==> config.mk <==
export PLATFORM = sky130hd
export DESIGN_NAME = input_line_editor
export DESIGN_NICKNAME = d
export VERILOG_FILES = /design/src/rtl/input_line_editor.sv
export SDC_FILE = /design/constraint.sdc
export NUM_CORES = 1
export LEC_CHECK = 0
export CAP_MARGIN = 30
export CORE_ASPECT_RATIO = 0.6
export CORE_MARGIN = 3
export CORE_UTILIZATION = 40
export DETAILED_ROUTE_END_ITERATION = 7
export SLEW_MARGIN = 20
export SYNTH_ARGS = -nofsm -noshare
export SYNTH_HDL_FRONTEND = slang
export SYNTH_SLANG_ARGS = --single-unit
==> constraint.sdc <==
create_clock -name clk -period 3 [get_ports clk]
set_input_delay 0.45 -clock clk [delete_from_list [all_inputs] [get_ports clk]]
set_output_delay 0.45 -clock clk [all_outputs]
set_load 0.02 [all_outputs]
==> src/rtl/input_line_editor.sv <==
// Edit-buffer controller for the expression line.
// PS/2 decoder event pulses move the cursor, insert characters or delete
// characters. Inserts and deletes shift the register array one entry per
// cycle, and busy stays high while a shift is running. The renderer and the
// parser read the line through a combinational random-access port.
// Optional feature: define EDITOR_DROP_COUNT_EN to add an 8-bit saturating
// 'dropped' counter of discarded events.
module input_line_editor #(
   parameter int LENGTH     = 32,
   parameter int ADDR_WIDTH = 6
) (
   input  logic                  clk,
   input  logic                  rst,
   input  logic                  left,
   input  logic                  right,
   input  logic                  backspace,
   input  logic [6:0]            symbol,
   input  logic [ADDR_WIDTH-1:0] rd_addr,
   output logic [6:0]            rd_data,
   output logic [ADDR_WIDTH-1:0] cursor,
   output logic [ADDR_WIDTH-1:0] length,
   output logic                  busy,
   output logic                  changed
`ifdef EDITOR_DROP_COUNT_EN
   ,
   output logic [7:0]            dropped
`endif
);

   localparam logic [1:0] ST_IDLE = 2'd0;
   localparam logic [1:0] ST_INS  = 2'd1;
   localparam logic [1:0] ST_DEL  = 2'd2;

   localparam logic [ADDR_WIDTH-1:0] LEN_MAX = ADDR_WIDTH'(LENGTH);
   localparam logic [ADDR_WIDTH-1:0] ONE     = ADDR_WIDTH'(1);

   logic [1:0]            state_q, state_d;
   logic [ADDR_WIDTH-1:0] cursor_q, cursor_d;
   logic [ADDR_WIDTH-1:0] length_q, length_d;
   logic [ADDR_WIDTH-1:0] ptr_q, ptr_d;
   logic [6:0]            sym_q, sym_d;
   logic                  changed_q, changed_d;
   logic [6:0]            buf_q [LENGTH];
   logic [6:0]            buf_d [LENGTH];
   logic                  has_sym;

   assign has_sym = (symbol != 7'd0);

   // Event decoding in IDLE and the one-entry-per-cycle shift sequencing
   always_comb begin
      state_d   = state_q;
      cursor_d  = cursor_q;
      length_d  = length_q;
      ptr_d     = ptr_q;
      sym_d     = sym_q;
      changed_d = 1'b0;
      buf_d     = buf_q;
      case (state_q)
         ST_IDLE: begin
            if (backspace) begin
               if (cursor_q != '0) begin
                  ptr_d   = cursor_q - ONE;
                  state_d = ST_DEL;
               end
            end else if (left) begin
               if (cursor_q != '0) begin
                  cursor_d = cursor_q - ONE;
               end
            end else if (right) begin
               if (cursor_q < length_q) begin
                  cursor_d = cursor_q + ONE;
               end
            end else if (has_sym) begin
               if (length_q != LEN_MAX) begin
                  sym_d   = symbol;
                  ptr_d   = length_q;
                  state_d = ST_INS;
               end
            end
         end
         ST_INS: begin
            // Shift entries up from the tail until the gap reaches the cursor
            if (ptr_q == cursor_q) begin
               for (int i = 0; i < LENGTH; i++) begin
                  if (ADDR_WIDTH'(i) == cursor_q) begin
                     buf_d[i] = sym_q;
                  end
               end
               cursor_d  = cursor_q + ONE;
               length_d  = length_q + ONE;
               changed_d = 1'b1;
               state_d   = ST_IDLE;
            end else begin
               for (int i = 1; i < LENGTH; i++) begin
                  if (ADDR_WIDTH'(i) == ptr_q) begin
                     buf_d[i] = buf_q[i-1];
                  end
               end
               ptr_d = ptr_q - ONE;
            end
         end
         ST_DEL: begin
            // Pull entries down toward the cursor, then clear the vacated tail slot
            if (ptr_q == length_q - ONE) begin
               for (int i = 0; i < LENGTH; i++) begin
                  if (ADDR_WIDTH'(i) == ptr_q) begin
                     buf_d[i] = 7'd0;
                  end
               end
               cursor_d  = cursor_q - ONE;
               length_d  = length_q - ONE;
               changed_d = 1'b1;
               state_d   = ST_IDLE;
            end else begin
               for (int i = 0; i < LENGTH - 1; i++) begin
                  if (ADDR_WIDTH'(i) == ptr_q) begin
                     buf_d[i] = buf_q[i+1];
                  end
               end
               ptr_d = ptr_q + ONE;
            end
         end
         default: begin
            state_d = ST_IDLE;
         end
      endcase
   end

   // State and line storage; reset abandons any shift in progress
   always_ff @(posedge clk) begin
      if (rst) begin
         state_q   <= ST_IDLE;
         cursor_q  <= '0;
         length_q  <= '0;
         ptr_q     <= '0;
         sym_q     <= '0;
         changed_q <= 1'b0;
         for (int i = 0; i < LENGTH; i++) begin
            buf_q[i] <= '0;
         end
      end else begin
         state_q   <= state_d;
         cursor_q  <= cursor_d;
         length_q  <= length_d;
         ptr_q     <= ptr_d;
         sym_q     <= sym_d;
         changed_q <= changed_d;
         buf_q     <= buf_d;
      end
   end

   // Random-access read port; out-of-range addresses read as zero
   always_comb begin
      rd_data = 7'd0;
      for (int i = 0; i < LENGTH; i++) begin
         if (ADDR_WIDTH'(i) == rd_addr) begin
            rd_data = buf_q[i];
         end
      end
   end

   assign cursor  = cursor_q;
   assign length  = length_q;
   assign busy    = (state_q != ST_IDLE);
   assign changed = changed_q;

`ifdef EDITOR_DROP_COUNT_EN
   logic       any_event;
   logic       drop_event;
   logic [7:0] dropped_q, dropped_d;

   assign any_event = backspace | left | right | has_sym;

   // A cycle counts as a drop when any valid event in it goes unused,
   // except a harmless left at cursor 0 or right at end of line
   always_comb begin
      if (state_q != ST_IDLE) begin
         drop_event = any_event;
      end else if (backspace) begin
         drop_event = (cursor_q == '0) | left | right | has_sym;
      end else if (left) begin
         drop_event = right | has_sym;
      end else if (right) begin
         drop_event = has_sym;
      end else begin
         drop_event = has_sym & (length_q == LEN_MAX);
      end
      dropped_d = dropped_q;
      if (drop_event && dropped_q != 8'hFF) begin
         dropped_d = dropped_q + 8'd1;
      end
   end

   // Saturating discarded-event counter
   always_ff @(posedge clk) begin
      if (rst) begin
         dropped_q <= 8'd0;
      end else begin
         dropped_q <= dropped_d;
      end
   end

   assign dropped = dropped_q;
`endif

endmodule

==> impl_results.md <==
- Status: finished with violations
- Failing checks: setup timing
- Avg Inst Size Synth: 7.52 sq um
- Largest cells by area after synthesis: dfxtp_1 30%, a21oi_1 15%, o2bb2ai_1 11%
- Most common cell in the netlist: a21oi_1
- Post-synth EDFFs: 0
- Max-cap violations: 0
- Rows: 57
- Bufs on Longest Clock Path: 3
- H-tree depth: 1
- Max VDD drop: 1.14 mV
- DRC violations left: 0
- Synth-to-Final Area Change: 22.5%
- Post-layout nets: 2,361
- Area leader, netlist: dfxtp_1
- Post-synth top cells: 509 x a21oi_1, 267 x o21ai_0, 252 x dfxtp_1
- Die W: 269 microns
- Max Freq: 333 MHz
- Overall routed net length: 74.4 mm
- Worst hold slack: 0.499 ns
- Yosys top cell area share: 30.3%
- Mapped Cells: 2,212
- Diode count: 0
- Skew final: 0.0152 ns
- Synthesized net count: 2,250
- Crit path max fanout: 18
- Worst slew pin tran: 1.04 ns
- R2r startpoint: cursor[2]
- Post-synthesis sequential area ratio: 30.3%
- Worst min path class: flop to flop
- GRT overflow: 0
- DRT iter0 DRCs: 2,988
- First-pass GRT wire length: 112 mm
- Die Height: 164 microns
- I/O pins: 39
- Lkg Pwr: 6.97 nW
- Fin crit share: 100%
- Initial Utilization: 40.9%
- Setup crit end: rd_data[1]
- Tmin final: 3.00 ns
- Cell Pwr Density: 697 nW/um^2
- Clock Latency Late Sink: 0.57 ns
- Worst Path Class, Setup: input pin to output pin
- Routability Congestion: 1.00
- Fraction of layout cells with a size suffix above 1: 17.7%
- Synthesized flop and latch total: 252
- Vias in the first global route: 17,623
- Detailed-route via count: 19,588
- Placeable Area: 40,700 sq um
- Slew headroom: 30.7%
- Worst Slack Setup Final: -0.000982 ns
- Final Max Slew Viols: 0
- Post-route ant nets: 0
- Total placed cells including tap cells: 2,842
- Antenna violations before repair: 0
- GRT Util Overall: 32.2%
- TritonCTS clock tree: built
- PortBufs: 38
- YS warnings: 0
- Post-synthesis cell area: 16,600 sq um
- Clock slew at reported path FFs: 0.07 ns
- Worst R2R Path Depth: 6
- Root buf cell: clkbuf_16
- R2r setup slk: 0.11 ns
- Via density: 6.75
- Final setup vio count: 1
- Largest net degree at the start of global routing: 120
- Drt first pass iters: 6
- Yosys cell types: 82
- DR WL/cell: 25.6 microns
- Critical path startpoint: rd_addr[1]
- Post-CTS Hold Buffers: 0
- WHS Path Cells: 1
- Final hold violation count: 0
- Req. time, crit path: 2.55 ns
- Main synth FF type: dfxtp_1
- CTS Sinks: 252
- Crit path DAT: 2.55 ns
- Post-route insts no fill: 2,903
- Crit path launch type: input pin
- Dpl hpwl: 52.8 mm
- TritonCTS buffer count: 26
- Synth async-reset ratio: 0%
- Worst Setup End Kind: output pin
- Die ar.: 44,200 sq um
- Reg2Reg Capture Point: cursor[4]
## report_power, final
group	total (mW)	internal, mW	switching, mW
clock	3.57	2.07	1.50
sequential	3.67	3.47	0.197
combinational	6.96	1.82	5.14
## area by class of cell
type | instances | area (sq um)
flip-flops and latches | 252 | 5040
inverters | 28 | 105
repair buffers | 308 | 2690
clock inverters | 12 | 166
clock buffers | 36 | 739
well taps | 560 | 701
fillers | 3945 | 20300
multi-input cells | 1707 | 10900
## kinds of logic (layout without fill, tap and decap cells)
group | after synthesis | after routing | synth area share [%]
AOI/OAI and AO/OA | 1215 | 1215 | 45.3
xor gates and xnor gates | 18 | 18 | 0.947
adders and majority gates | 20 | 20 | 1.50
buffers and inverters | 253 | 384 | 6.13
DFF | 252 | 252 | 30.3
muxes | 62 | 62 | 4.38
and+or+nand+nor | 392 | 392 | 11.4
## worst max-delay path, stage by stage
cell and delay (ns):
buf_6 0.24, buf_12 0.20, buf_4 0.21, xor2_2 0.18, buf_4 0.16, o311ai_2 0.15, o2bb2ai_1 0.18, a22oi_2 0.35
o21ai_4 0.12, a21oi_2 0.16, buf_6 0.14
## layer usage
metal | share of wire [%] | global-route usage (%) | vias to the layer above
met5 | 0 | 0 | -
met4 | 1.7 | 5.39 | 0
met3 | 13 | 8.48 | 102
met2 | 38 | 43.2 | 1325
met1 | 47 | 50.7 | 9463
li1 | - | - | 8698
## timing repair
item,CTS,global route
gates cloned,2,3
pin swaps,20,33
setup buffers,8,4
resized for setup,89,46
endpoints found under the setup margin,7,8
## sequential cells by signal, indices dropped and copies added, names as in the netlist
signal   flops
buf_q      224
length       6
sym_q        7
ptr_q        6
state_q      2
changed      1
cursor       6
## worst min path at each step
| stage | from | to | slack [ns] |
|---|---|---|---|
| 2_1_floorplan | buf_q[172] | buf_q[172] | 0.46 |
| 3_3_place_gp | buf_q[200] | buf_q[200] | 0.48 |
| 3_5_place_dp | buf_q[176] | buf_q[176] | 0.49 |
| 4_1_cts | buf_q[176] | buf_q[176] | 0.50 |
| 5_1_grt | buf_q[176] | buf_q[176] | 0.51 |
| 6_report | buf_q[211] | buf_q[211] | 0.50 |
## cell usage in the layout (no fill, tap or decap), types with 16 or more instances in the layout
| cell | count |
|---|---|
| a211oi_1 | 19 |
| a21oi_1 | 504 |
| a22oi_1 | 45 |
| buf_4 | 243 |
| clkbuf_16 | 29 |
| clkdlybuf4s50_1 | 24 |
| dfxtp_1 | 252 |
| ha_1 | 19 |
| inv_1 | 26 |
| mux2i_1 | 39 |
| nand2_1 | 159 |
| nand3_1 | 32 |
| nor2_1 | 71 |
| nor3_1 | 16 |
| o21ai_0 | 256 |
| o22ai_1 | 18 |
| o2bb2ai_1 | 216 |
## through the flow
| stage | TNS, ns | utilization [%] | total power, mW | area [sq um] | setup slack, ns |
|---|---|---|---|---|---|
| after floorplan | 0 | - | 7.82 | 16600 | 0.150 |
| after global placement | -5.57 | 46.5 | 10.2 | 18900 | -0.977 |
| after detailed placement | -5.59 | 46.5 | 10.3 | 18900 | -0.986 |
| after CTS | 0 | 49.4 | 13.9 | 20100 | 0.000785 |
| after global routing | -0.0283 | 50.1 | 14.7 | 20400 | -0.0283 |
| final | -0.000982 | 50.1 | 14.2 | 20400 | -0.000982 |
Note: power is estimated with default switching activity, not from simulation.
